## config.mk

```make
export PLATFORM = sky130hd
export DESIGN_NAME = mem_stage_ls_flat
export DESIGN_NICKNAME = d
export VERILOG_FILES = /design/src/rtl/mem_stage_ls_if.sv /design/src/rtl/mem_stage_ls.sv /design/src/flat_wrapper.sv
export SDC_FILE = /design/constraint.sdc
export NUM_CORES = 1
export LEC_CHECK = 0
export ABC_AREA = 1
export CORE_MARGIN = 1
export CORE_UTILIZATION = 43
export CTS_CLUSTER_SIZE = 16
export DETAILED_ROUTE_END_ITERATION = 8
export PLACE_DENSITY_LB_ADDON = 0.15
export SYNTH_ARGS = -nofsm -noshare
export SYNTH_HDL_FRONTEND = slang
export SYNTH_SLANG_ARGS = --single-unit
```

## constraint.sdc

```tcl
create_clock -name clk -period 1.78 [get_ports clk]
set_input_delay 0.178 -clock clk [delete_from_list [all_inputs] [get_ports clk]]
set_output_delay 0.178 -clock clk [all_outputs]
set_load 0.02 [all_outputs]
```

## src/rtl/mem_stage_ls_if.sv

```systemverilog
// Data-memory bus between the MEM stage (master) and the data memory (slave).
//   dm_req   : access request, held until dm_ack or abandonment
//   dm_we    : 1 = store, 0 = load
//   dm_be    : byte enables, big-endian lanes (bit 3 = data[31:24] = offset 0)
//   dm_addr  : word-aligned byte address
//   dm_wdata : store data already replicated into the lanes
//   dm_rdata : load data, valid in the dm_ack cycle
//   dm_ack   : access completes this cycle
interface mem_stage_ls_if #(
  parameter int ADDR_W = 32
);
  logic              dm_req;
  logic              dm_we;
  logic [3:0]        dm_be;
  logic [ADDR_W-1:0] dm_addr;
  logic [31:0]       dm_wdata;
  logic [31:0]       dm_rdata;
  logic              dm_ack;

  modport master (output dm_req, dm_we, dm_be, dm_addr, dm_wdata, input dm_rdata, dm_ack);
  modport slave  (input dm_req, dm_we, dm_be, dm_addr, dm_wdata, output dm_rdata, dm_ack);
endinterface

```

## src/rtl/mem_stage_ls.sv

```systemverilog
// MEM stage plus MEM/WB register of the five-stage MIPS pipeline.
// Passes register-file and HI/LO write-back info from EX to WB and executes
// byte/half/word loads and stores over a req/ack data-memory bus.
//   clk, rst                : clock, synchronous active-high reset
//   ex_valid_i ... mem_*_i  : EX result, write-back controls and memory op
//   dm                      : data-memory bus (master side)
//   stall_req_o             : hold EX and earlier stages while an access waits
//   wb_valid_o ... whilo_o  : registered write-back outputs
//   adel_o/ades_o/berr_o    : misaligned load/store, bus time-out pulses
module mem_stage_ls #(
  parameter int ADDR_W  = 32,
  parameter int RADDR_W = 5,
  parameter int TIMEOUT = 16
) (
  input  logic               clk,
  input  logic               rst,
  input  logic               ex_valid_i,
  input  logic [RADDR_W-1:0] wd_i,
  input  logic               wreg_i,
  input  logic [31:0]        wdata_i,
  input  logic [31:0]        hi_i,
  input  logic [31:0]        lo_i,
  input  logic               whilo_i,
  input  logic [3:0]         mem_op_i,
  input  logic [ADDR_W-1:0]  mem_addr_i,
  input  logic [31:0]        mem_sdata_i,
  mem_stage_ls_if.master     dm,
  output logic               stall_req_o,
  output logic               wb_valid_o,
  output logic [RADDR_W-1:0] wd_o,
  output logic               wreg_o,
  output logic [31:0]        wdata_o,
  output logic [31:0]        hi_o,
  output logic [31:0]        lo_o,
  output logic               whilo_o,
  output logic               adel_o,
  output logic               ades_o,
  output logic               berr_o
);
  localparam logic [3:0] OP_LB = 4'd1, OP_LBU = 4'd2, OP_LH = 4'd3, OP_LHU = 4'd4;
  localparam logic [3:0] OP_LW = 4'd5, OP_SB  = 4'd6, OP_SH = 4'd7, OP_SW  = 4'd8;
  localparam logic [1:0] SZ_B = 2'd0, SZ_H = 2'd1, SZ_W = 2'd2;
  localparam int CNT_W = (TIMEOUT > 0) ? $clog2(TIMEOUT + 1) : 1;
  localparam logic [CNT_W-1:0] TO_CNT = CNT_W'(TIMEOUT);

  typedef enum logic {S_IDLE = 1'b0, S_WAIT = 1'b1} state_e;

  // Big-endian lane select plus sign/zero extension of load data.
  function automatic logic [31:0] load_extract(input logic [31:0] rdata, input logic [1:0] off,
                                               input logic [1:0] sz, input logic sgn);
    logic [7:0]  b;
    logic [15:0] h;
    logic [31:0] r;
    case (off)
      2'd0:    b = rdata[31:24];
      2'd1:    b = rdata[23:16];
      2'd2:    b = rdata[15:8];
      default: b = rdata[7:0];
    endcase
    h = off[1] ? rdata[15:0] : rdata[31:16];
    case (sz)
      SZ_B:    r = {{24{sgn & b[7]}}, b};
      SZ_H:    r = {{16{sgn & h[15]}}, h};
      default: r = rdata;
    endcase
    return r;
  endfunction

  // Byte enables for a store of the given size at the given offset.
  function automatic logic [3:0] store_be(input logic [1:0] off, input logic [1:0] sz);
    logic [3:0] be;
    case (sz)
      SZ_B:    be = 4'b1000 >> off;
      SZ_H:    be = off[1] ? 4'b0011 : 4'b1100;
      default: be = 4'b1111;
    endcase
    return be;
  endfunction

  // Store data replicated so every lane carries the right-aligned value.
  function automatic logic [31:0] store_data(input logic [31:0] sdata, input logic [1:0] sz);
    logic [31:0] d;
    case (sz)
      SZ_B:    d = {4{sdata[7:0]}};
      SZ_H:    d = {2{sdata[15:0]}};
      default: d = sdata;
    endcase
    return d;
  endfunction

  state_e             state_q, state_d;
  logic [CNT_W-1:0]   cnt_q;
  logic [3:0]         ctx_op_q, cur_op;
  logic [ADDR_W-1:0]  ctx_addr_q, cur_addr;
  logic [31:0]        ctx_sdata_q, cur_sdata, ctx_wdata_q, cur_wdata;
  logic [31:0]        ctx_hi_q, cur_hi, ctx_lo_q, cur_lo;
  logic [RADDR_W-1:0] ctx_wd_q, cur_wd;
  logic               ctx_wreg_q, cur_wreg, ctx_whilo_q, cur_whilo;
  logic               is_load, is_store, is_signed, misaligned, is_mem;
  logic [1:0]         sz;
  logic               issue, timeout_hit, req_s, stall_s, ack_hit, pass_s;
  logic               wb_valid_q, wb_wreg_q, wb_whilo_q, adel_q, ades_q, berr_q;
  logic [RADDR_W-1:0] wb_wd_q;
  logic [31:0]        wb_wdata_q, wb_hi_q, wb_lo_q;

  // Working context: live EX inputs in IDLE, the latched copy while waiting.
  always_comb begin
    if (state_q == S_WAIT) begin
      cur_op = ctx_op_q;       cur_addr = ctx_addr_q; cur_sdata = ctx_sdata_q;
      cur_wd = ctx_wd_q;       cur_wreg = ctx_wreg_q; cur_wdata = ctx_wdata_q;
      cur_hi = ctx_hi_q;       cur_lo = ctx_lo_q;     cur_whilo = ctx_whilo_q;
    end else begin
      cur_op = mem_op_i;       cur_addr = mem_addr_i; cur_sdata = mem_sdata_i;
      cur_wd = wd_i;           cur_wreg = wreg_i;     cur_wdata = wdata_i;
      cur_hi = hi_i;           cur_lo = lo_i;         cur_whilo = whilo_i;
    end
  end

  // Memory-op decode; opcodes 9-15 behave as NONE.
  always_comb begin
    is_load = 1'b0; is_store = 1'b0; is_signed = 1'b0; sz = SZ_W;
    case (cur_op)
      OP_LB:   begin is_load = 1'b1;  is_signed = 1'b1; sz = SZ_B; end
      OP_LBU:  begin is_load = 1'b1;  sz = SZ_B; end
      OP_LH:   begin is_load = 1'b1;  is_signed = 1'b1; sz = SZ_H; end
      OP_LHU:  begin is_load = 1'b1;  sz = SZ_H; end
      OP_LW:   begin is_load = 1'b1;  sz = SZ_W; end
      OP_SB:   begin is_store = 1'b1; sz = SZ_B; end
      OP_SH:   begin is_store = 1'b1; sz = SZ_H; end
      OP_SW:   begin is_store = 1'b1; sz = SZ_W; end
      default: begin is_load = 1'b0;  is_store = 1'b0; end
    endcase
  end

  assign is_mem      = is_load | is_store;
  assign misaligned  = ((sz == SZ_H) && cur_addr[0]) || ((sz == SZ_W) && (cur_addr[1:0] != 2'b00));
  assign issue       = (state_q == S_IDLE) && ex_valid_i && is_mem && !misaligned;
  assign timeout_hit = (TIMEOUT != 0) && (state_q == S_WAIT) && (cnt_q == TO_CNT);
  // An ack only counts while a request is actually on the bus.
  assign ack_hit     = req_s && dm.dm_ack;
  assign pass_s      = (state_q == S_IDLE) && ex_valid_i && !is_mem;

  // FSM state register and WAIT-cycle counter (cleared whenever not waiting).
  always_ff @(posedge clk) begin
    if (rst) begin
      state_q <= S_IDLE;
      cnt_q   <= '0;
    end else begin
      state_q <= state_d;
      cnt_q   <= (state_q == S_WAIT) ? cnt_q + CNT_W'(1) : '0;
    end
  end

  // FSM next-state logic.
  always_comb begin
    state_d = state_q;
    case (state_q)
      S_IDLE:  state_d = (issue && !dm.dm_ack) ? S_WAIT : S_IDLE;
      S_WAIT:  state_d = (ack_hit || timeout_hit) ? S_IDLE : S_WAIT;
      default: state_d = S_IDLE;
    endcase
  end

  // FSM outputs; stall drops in the completing cycle so EX advances once.
  always_comb begin
    req_s = 1'b0; stall_s = 1'b0;
    if (rst) begin
      req_s = 1'b0; stall_s = 1'b0;
    end else begin
      case (state_q)
        S_IDLE:  begin req_s = issue;        stall_s = issue && !dm.dm_ack; end
        S_WAIT:  begin req_s = !timeout_hit; stall_s = !timeout_hit && !dm.dm_ack; end
        default: begin req_s = 1'b0;         stall_s = 1'b0; end
      endcase
    end
  end

  assign dm.dm_req    = req_s;
  assign dm.dm_we     = is_store;
  assign dm.dm_be     = is_store ? store_be(cur_addr[1:0], sz) : 4'b1111;
  assign dm.dm_addr   = {cur_addr[ADDR_W-1:2], 2'b00};
  assign dm.dm_wdata  = store_data(cur_sdata, sz);
  assign stall_req_o  = stall_s;

  // Access context captured every IDLE cycle, frozen while waiting.
  always_ff @(posedge clk) begin
    if (rst) begin
      ctx_op_q <= 4'd0;  ctx_addr_q <= '0;  ctx_sdata_q <= 32'd0; ctx_wd_q <= '0;
      ctx_wreg_q <= 1'b0; ctx_wdata_q <= 32'd0; ctx_hi_q <= 32'd0; ctx_lo_q <= 32'd0;
      ctx_whilo_q <= 1'b0;
    end else if (state_q == S_IDLE) begin
      ctx_op_q <= mem_op_i; ctx_addr_q <= mem_addr_i; ctx_sdata_q <= mem_sdata_i; ctx_wd_q <= wd_i;
      ctx_wreg_q <= wreg_i; ctx_wdata_q <= wdata_i; ctx_hi_q <= hi_i; ctx_lo_q <= lo_i;
      ctx_whilo_q <= whilo_i;
    end else begin
      ctx_op_q <= ctx_op_q;
    end
  end

  // MEM/WB register: completion, faults and bubbles.
  always_ff @(posedge clk) begin
    if (rst) begin
      wb_valid_q <= 1'b0; wb_wd_q <= '0; wb_wreg_q <= 1'b0; wb_wdata_q <= 32'd0;
      wb_hi_q <= 32'd0; wb_lo_q <= 32'd0; wb_whilo_q <= 1'b0;
      adel_q <= 1'b0; ades_q <= 1'b0; berr_q <= 1'b0;
    end else begin
      adel_q <= 1'b0; ades_q <= 1'b0; berr_q <= 1'b0;
      if (ack_hit || pass_s) begin
        wb_valid_q <= 1'b1; wb_wd_q <= cur_wd; wb_wreg_q <= cur_wreg;
        wb_wdata_q <= is_load ? load_extract(dm.dm_rdata, cur_addr[1:0], sz, is_signed) : cur_wdata;
        wb_hi_q <= cur_hi; wb_lo_q <= cur_lo; wb_whilo_q <= cur_whilo;
      end else if (timeout_hit) begin
        wb_valid_q <= 1'b1; wb_wreg_q <= 1'b0; wb_whilo_q <= 1'b0; berr_q <= 1'b1;
      end else if ((state_q == S_IDLE) && ex_valid_i && misaligned && is_mem) begin
        wb_valid_q <= 1'b1; wb_wreg_q <= 1'b0; wb_whilo_q <= 1'b0;
        adel_q <= is_load; ades_q <= is_store;
      end else begin
        wb_valid_q <= 1'b0; wb_wreg_q <= 1'b0; wb_whilo_q <= 1'b0;
      end
    end
  end

  assign wb_valid_o = wb_valid_q;
  assign wd_o       = wb_wd_q;
  assign wreg_o     = wb_wreg_q;
  assign wdata_o    = wb_wdata_q;
  assign hi_o       = wb_hi_q;
  assign lo_o       = wb_lo_q;
  assign whilo_o    = wb_whilo_q;
  assign adel_o     = adel_q;
  assign ades_o     = ades_q;
  assign berr_o     = berr_q;
endmodule
```

## src/flat_wrapper.sv

```systemverilog
// flat-port wrapper written by rule: the top's interface ports become plain ports
module mem_stage_ls_flat 
#(
  parameter int ADDR_W  = 32,
  parameter int RADDR_W = 5,
  parameter int TIMEOUT = 16
)
  (clk, rst, ex_valid_i, wd_i, wreg_i, wdata_i, hi_i, lo_i, whilo_i, mem_op_i, mem_addr_i, mem_sdata_i, stall_req_o, wb_valid_o, wd_o, wreg_o, wdata_o, hi_o, lo_o, whilo_o, adel_o, ades_o, berr_o, dm_dm_req, dm_dm_we, dm_dm_be, dm_dm_addr, dm_dm_wdata, dm_dm_rdata, dm_dm_ack);
  mem_stage_ls_if #(.ADDR_W(ADDR_W)) dm_i ();
  input  logic clk;
  input  logic rst;
  input  logic ex_valid_i;
  input  logic [RADDR_W-1:0] wd_i;
  input  logic wreg_i;
  input  logic [31:0] wdata_i;
  input  logic [31:0] hi_i;
  input  logic [31:0] lo_i;
  input  logic whilo_i;
  input  logic [3:0] mem_op_i;
  input  logic [ADDR_W-1:0] mem_addr_i;
  input  logic [31:0] mem_sdata_i;
  output logic stall_req_o;
  output logic wb_valid_o;
  output logic [RADDR_W-1:0] wd_o;
  output logic wreg_o;
  output logic [31:0] wdata_o;
  output logic [31:0] hi_o;
  output logic [31:0] lo_o;
  output logic whilo_o;
  output logic adel_o;
  output logic ades_o;
  output logic berr_o;
  output wire logic [$bits(dm_i.dm_req)-1:0] dm_dm_req;
  output wire logic [$bits(dm_i.dm_we)-1:0] dm_dm_we;
  output wire logic [$bits(dm_i.dm_be)-1:0] dm_dm_be;
  output wire logic [$bits(dm_i.dm_addr)-1:0] dm_dm_addr;
  output wire logic [$bits(dm_i.dm_wdata)-1:0] dm_dm_wdata;
  input wire logic [$bits(dm_i.dm_rdata)-1:0] dm_dm_rdata;
  input wire logic [$bits(dm_i.dm_ack)-1:0] dm_dm_ack;
  assign dm_dm_req = dm_i.dm_req;
  assign dm_dm_we = dm_i.dm_we;
  assign dm_dm_be = dm_i.dm_be;
  assign dm_dm_addr = dm_i.dm_addr;
  assign dm_dm_wdata = dm_i.dm_wdata;
  assign dm_i.dm_rdata = dm_dm_rdata;
  assign dm_i.dm_ack = dm_dm_ack;
  mem_stage_ls #(.ADDR_W(ADDR_W), .RADDR_W(RADDR_W), .TIMEOUT(TIMEOUT)) u_core (.clk(clk), .rst(rst), .ex_valid_i(ex_valid_i), .wd_i(wd_i), .wreg_i(wreg_i), .wdata_i(wdata_i), .hi_i(hi_i), .lo_i(lo_i), .whilo_i(whilo_i), .mem_op_i(mem_op_i), .mem_addr_i(mem_addr_i), .mem_sdata_i(mem_sdata_i), .dm(dm_i), .stall_req_o(stall_req_o), .wb_valid_o(wb_valid_o), .wd_o(wd_o), .wreg_o(wreg_o), .wdata_o(wdata_o), .hi_o(hi_o), .lo_o(lo_o), .whilo_o(whilo_o), .adel_o(adel_o), .ades_o(ades_o), .berr_o(berr_o));
endmodule
```

* Word level (Yosys, flattened, before mapping) *
Cells that the tools add are included.

storage, ports and cells
  bits in registers = 284
  output and inout port bits = 178

operators by class
  add/subtract/negate cells = 1
  equal/unequal tests = 13
  shift operators = 1
  mux-type cells = 34
  bitwise logic cells = 6
  reduce and logical (&&, ||, !) cells = 31

operator list
  operator                                                         count
  32-bit 2-to-1 mux                                                6
  32-bit case mux with 2 select lines                              2
  8-bit case mux with 3 select lines                               1
  4-bit by 3-bit == test with 1-bit output, second input constant  4
  16-bit 2-to-1 mux                                                1
  8-bit 2-to-1 mux                                                 2
  1-bit 2-to-1 mux                                                 13
  1-bit logical AND                                                12
  4-bit 2-to-1 mux                                                 3
  3-bit OR reduction                                               3
  4-bit by 2-bit == test with 1-bit output, second input constant  2
  4-bit case mux with 2 select lines                               1
  2-bit OR reduction                                               4
  1-bit case mux with 2 select lines                               3
  5-bit by 1-bit adder with 5-bit output, second input constant    1
  5-bit == test, second input constant                             1
  5-bit 2-to-1 mux                                                 1
  5-bit OR reduction                                               1
  2-bit by 1-bit == test with 1-bit output, second input constant  2
  2-bit == test, second input constant                             2
  4-bit by 1-bit == test with 1-bit output, second input constant  1
  4-bit == test, second input constant                             1
  1-bit logical NOT                                                4
  2-bit logical NOT                                                2
  other kinds (8)                                                  13

* Depth between registers and ports, before layout *
  depth after elaboration = 18
  depth in mapped cells = 17

* Worst setup path after synthesis *
Ideal clock, no wire load.

  path kind = register to output
  start point = reg u_core.state_q
  end point = out dm_dm_wdata[28]
  arrival = 2.034 ns
  data required time = 1.602 ns
  path slack = -0.432 ns
  stages on the path, launching flop included = 14
  path buffers = 4
  cell sequence = dfxtp_1 > buf_6 > inv_4 > nand2_1 > nand2_1 > nor2_1 > nand2_1 > nand2_4 > inv_4 > nand2_1 > buf_2 > buf_2 > buf_2 > o21ai_0

on the way
  word-level cells in the longest chain between the ends = 6

RTL lines
  element                                                                               RTL line             RTL
  from (decl)                                                                           mem_stage_ls.sv:91   state_e state_q, state_d;
  from (signal assigned)                                                                mem_stage_ls.sv:149  state_q <= state_d;
  4-bit 2-to-1 mux                                                                      --
  4-bit by 2-bit == test with 1-bit output (tied with other cells)                      mem_stage_ls.sv:122  case (cur_op)
  3-bit OR reduction (no source line)                                                   --
  2-bit case mux with 2 select lines                                                    mem_stage_ls.sv:122
  2-bit by 1-bit == test with 1-bit output / 2-bit logical NOT (equally long branches)  mem_stage_ls.sv:83   case (sz)
  32-bit case mux with 2 select lines (*)                                               mem_stage_ls.sv:83
  to (decl)                                                                             flat_wrapper.sv:37   output wire logic [$bits(dm_i.dm_wdata)-1:0] dm_dm_wdata;

Every way passes the cells marked *; elsewhere a longest branch is shown, timed or not.

* Final worst setup path *
  start point = reg u_core.state_q
  end point = out dm_dm_wdata[16]

The elaborated chain is that of the path after synthesis.

==> flow_summary_export.csv <==
group,metric,value,unit
floorplan,io_pins,385,
floorplan,core,29000,sq um
clock_tree,cts.clk_slew.worst_paths,0.06,ns
logic_synthesis,ys_types,32,
run_status,status,"finished, violations left",
cells_and_area,fillers,2304,
sta,tns,-106.40,ns
placement,dp_hpwl,28.5,mm
logic_synthesis,yosysSeqAreaShare,44.4,%
route,dr.pass1.iters,6,
logic_synthesis,ys.flop_type,"dfxtp_1",
logic_synthesis,ys_warn_count,0,
global_route,grtUsageTotal,28.7,%
logic_synthesis,synth_cells,1753,
route,ant_nets,0,
logic_synthesis,synth_area_leaders,"dfxtp_1 44%, nand2_1 8.0%, nor2_1 7.2%",
floorplan,rows,62,
sta,finalSetupViolCount,199,
setup_path,path_class,"reg -> out",
sta,worst_pin_slew,0.875,ns
setup_path,required,1.60,ns
setup_path,endpoint_kind,"output pin",
route,vias,13400,
route,wl_met3,3.69,mm
cells_and_area,drive_gt1_share,25.8,%
cells_and_area,area_growth,57.4,%
clock_tree,clockBufferDepth,3,
sta,finalClockSkew,0.0138,ns
sta,slew_headroom,41.7,%
placement,gp_congestion,0.903,
sta,fin_ws,-0.756,ns
sta,final-max-slew-violation-count,0,
cells_and_area,final_cell_area,20200,sq um
cells_and_area,ff_latch_area,5690,sq um
sta,min_period,2.54,ns
logic_synthesis,yosys.area.top_type,"dfxtp_1",
floorplan,die_h,175,um
setup_path,cp_max_fo,7,
power_and_ir_drop,leakagePower,9.12,nW
route,highest_layer,"met5",
sta,max_freq,394,MHz
route,dr_wl_met2,22.0,mm
logic_synthesis,syn_area,12800,sq um
placement,place_area,17700,sq um
global_route,gr-total-overflow,0,
route,route.layer.met1.wl,18.6,mm
power_and_ir_drop,p_per_area,890,nW/um^2
global_route,grt_max_degree,174,
power_and_ir_drop,ir_worst_vdd,0.751,mV
logic_synthesis,yosysTopAreaCellShare,44.4,%
worst_hold_path,hp-class,"in -> reg",
logic_synthesis,ys_ff_latch,284,
run_status,violations,"negative setup slack",
cells_and_area,multiInputGateArea,6340,sq um
floorplan,die-area,30500,sq um
clock_tree,cts_hold_buf,0,
global_route,grt_pass1_vias,13000,
floorplan,start_util,44.2,%
sta,report.final.hold_viol_count,0,
global_route,antenna_found_initial,6,
flow_run,drv_cap,0,
route,wl,46.3,mm
clock_tree,cts_tree,"built",
power_and_ir_drop,power,17.9,mW
route,viasPerCell,5.12,
logic_synthesis,avgSynthCellArea,7.31,sq um
sta,worst_hold_slack,0.197,ns
global_route,grt_pass1_wl,69.8,mm
clock_tree,clock-sinks,284,
sta,min_period_over_period,142,%
clock_tree,root_buffer,"clkbuf_16",
clock_tree,cts_buffers,31,
cells_and_area,final_nets,2413,
route,drc_errors,0,
clock_tree,htreeDepth,1,
sta,rsz0062_at_grt,"yes",
placement,port_buffers,382,
floorplan,die_w,175,um
logic_synthesis,async_reset_ff_share,0,%
setup_path,cp.arrival,2.36,ns
route,drt_iter0_drc,915,
cells_and_area,finish.utilization,69.5,%
setup_path,worstSetupStartpointType,"flop",
route,post_drt_wl_per_cell,17.7,um
clock_tree,clk_latency,0.56,ns
logic_synthesis,synth_edf_count,0,
[final timing paths]
check / start / to / slack [ns] / depth (start not counted)
worst max register to register: u_core.state_q / u_core.hi_o[24] / -0.69 / 18
worst min-delay path: rst / u_core.wb_valid_o / 0.20 / 5
worst max-delay path: u_core.state_q / dm_dm_wdata[16] / -0.76 / 13
worst min register to register: u_core.ctx_addr_q[16] / u_core.ctx_addr_q[16] / 0.47 / 2
[cells by family (layout without fill, tap and decap cells)]
family / Yosys count / count (layout) / share of synthesized area [%]
AO/OA/AOI/OAI: 216 / 216 / 8.53
flip-flops: 284 / 284 / 44.4
AND/OR/NAND/NOR: 890 / 891 / 32.3
multiplexers: 34 / 34 / 2.66
adder cells (fa/ha/maj): 2 / 2 / 0.195
XOR/XNOR: 1 / 1 / 0.0684
buffers and inverters: 325 / 797 / 11.9
other: 1 / 6 / 0.0293
[cells in the final DEF (no fill, tap or decap), drive strengths merged]
master,count
bufbuf,7
conb,2
or2,102
xnor2,1
nor3,5
nand3,136
o21ai,173
nand2,286
dfxtp,284
nand3b,3
nand4,103
a21oi,34
ha,2
clkdlybuf4s50,312
diode,4
o21bai,1
nor2,250
clkinvlp,1
buf,258
inv,161
and3,6
clkbuf,49
mux2i,34
o22ai,8
clkinv,9
[sequential cells by signal, indices dropped and copies added (netlist names), 4 cells and up]
| register | flops |
|---|---|
| u_core.ctx_op_q | 4 |
| u_core.ctx_hi_q | 32 |
| u_core.ctx_wd_q | 5 |
| u_core.wdata_o | 32 |
| u_core.ctx_addr_q | 32 |
| u_core.ctx_lo_q | 32 |
| u_core.lo_o | 32 |
| u_core.ctx_sdata_q | 32 |
| u_core.wd_o | 5 |
| u_core.cnt_q | 5 |
| u_core.ctx_wdata_q | 32 |
| u_core.hi_o | 32 |
[timing repair]
| item | 4_1_cts | 5_1_grt |
|---|---|---|
| gates resized for setup | 506 | 71 |
| endpoints found under the setup margin | 234 | 262 |
| setup buffers | 33 | 5 |
| pin swaps | 17 | 12 |
| cloned | 12 | 6 |
[synth_stat cells, types with 2 or more instances]
library cell	count
dfxtp_1	284
nand2_1	272
nor2_1	246
o21ai_0	166
inv_1	154
nand3_1	134
nand4_1	103
or2_2	102
clkbuf_1	76
buf_4	44
a21oi_1	34
mux2i_1	34
buf_2	31
buf_6	11
nand2_2	11
o22ai_1	8
o21ai_1	7
and3_1	6
nor3_1	5
buf_1	3
inv_2	3
nand3b_1	3
nor2_4	3
ha_1	2
inv_4	2
nand2_4	2
nand3_2	2
[report_power, final]
group	switching (mW)	internal, mW
Sequential	0.206	6.85
Combinational	2.47	2.24
Clock	2.65	3.52
Total	5.33	12.6
[critical path, cell delays in order, from the launching register on]
cell and delay [ns]:
dfxtp_4 0.46, buf_12 0.17, nand2_4 0.06, nand2_4 0.09
nor2_4 0.03, nand2_1 0.07, nand2_2 0.07, buf_6 0.13
clkinv_8 0.07, nand2_8 0.09, buf_12 0.15, buf_6 0.11
o21ai_4 0.15, buf_6 0.14
[layout make-up]
cell class,instances,share of cell area (%)
tap,384,2.38
inverter,159,3.14
multi-input combinational,1146,31.4
sequential,284,28.2
clock buffer,44,4.48
timing repair buffer,582,30.0
clock inverter,12,0.366
antenna,4,0.0496
[metal layers]
| metal | vias up | GRT usage (%) |
|---|---|---|
| li1 | 6536 | - |
| met1 | 6211 | 34.6 |
| met2 | 520 | 49.2 |
| met3 | 109 | 6.98 |
| met4 | 4 | 11.4 |
| met5 | - | 0 |
[stage by stage]
step | setup WS [ns] | cells
6_report | -0.756 | 2615
3_5_place_dp | -0.864 | 2499
2_1_floorplan | -0.103 | 1754
3_3_place_gp | -0.861 | 2499
5_1_grt | -0.816 | 2613
4_1_cts | -0.750 | 2600
(Power assumes the default switching activity.)
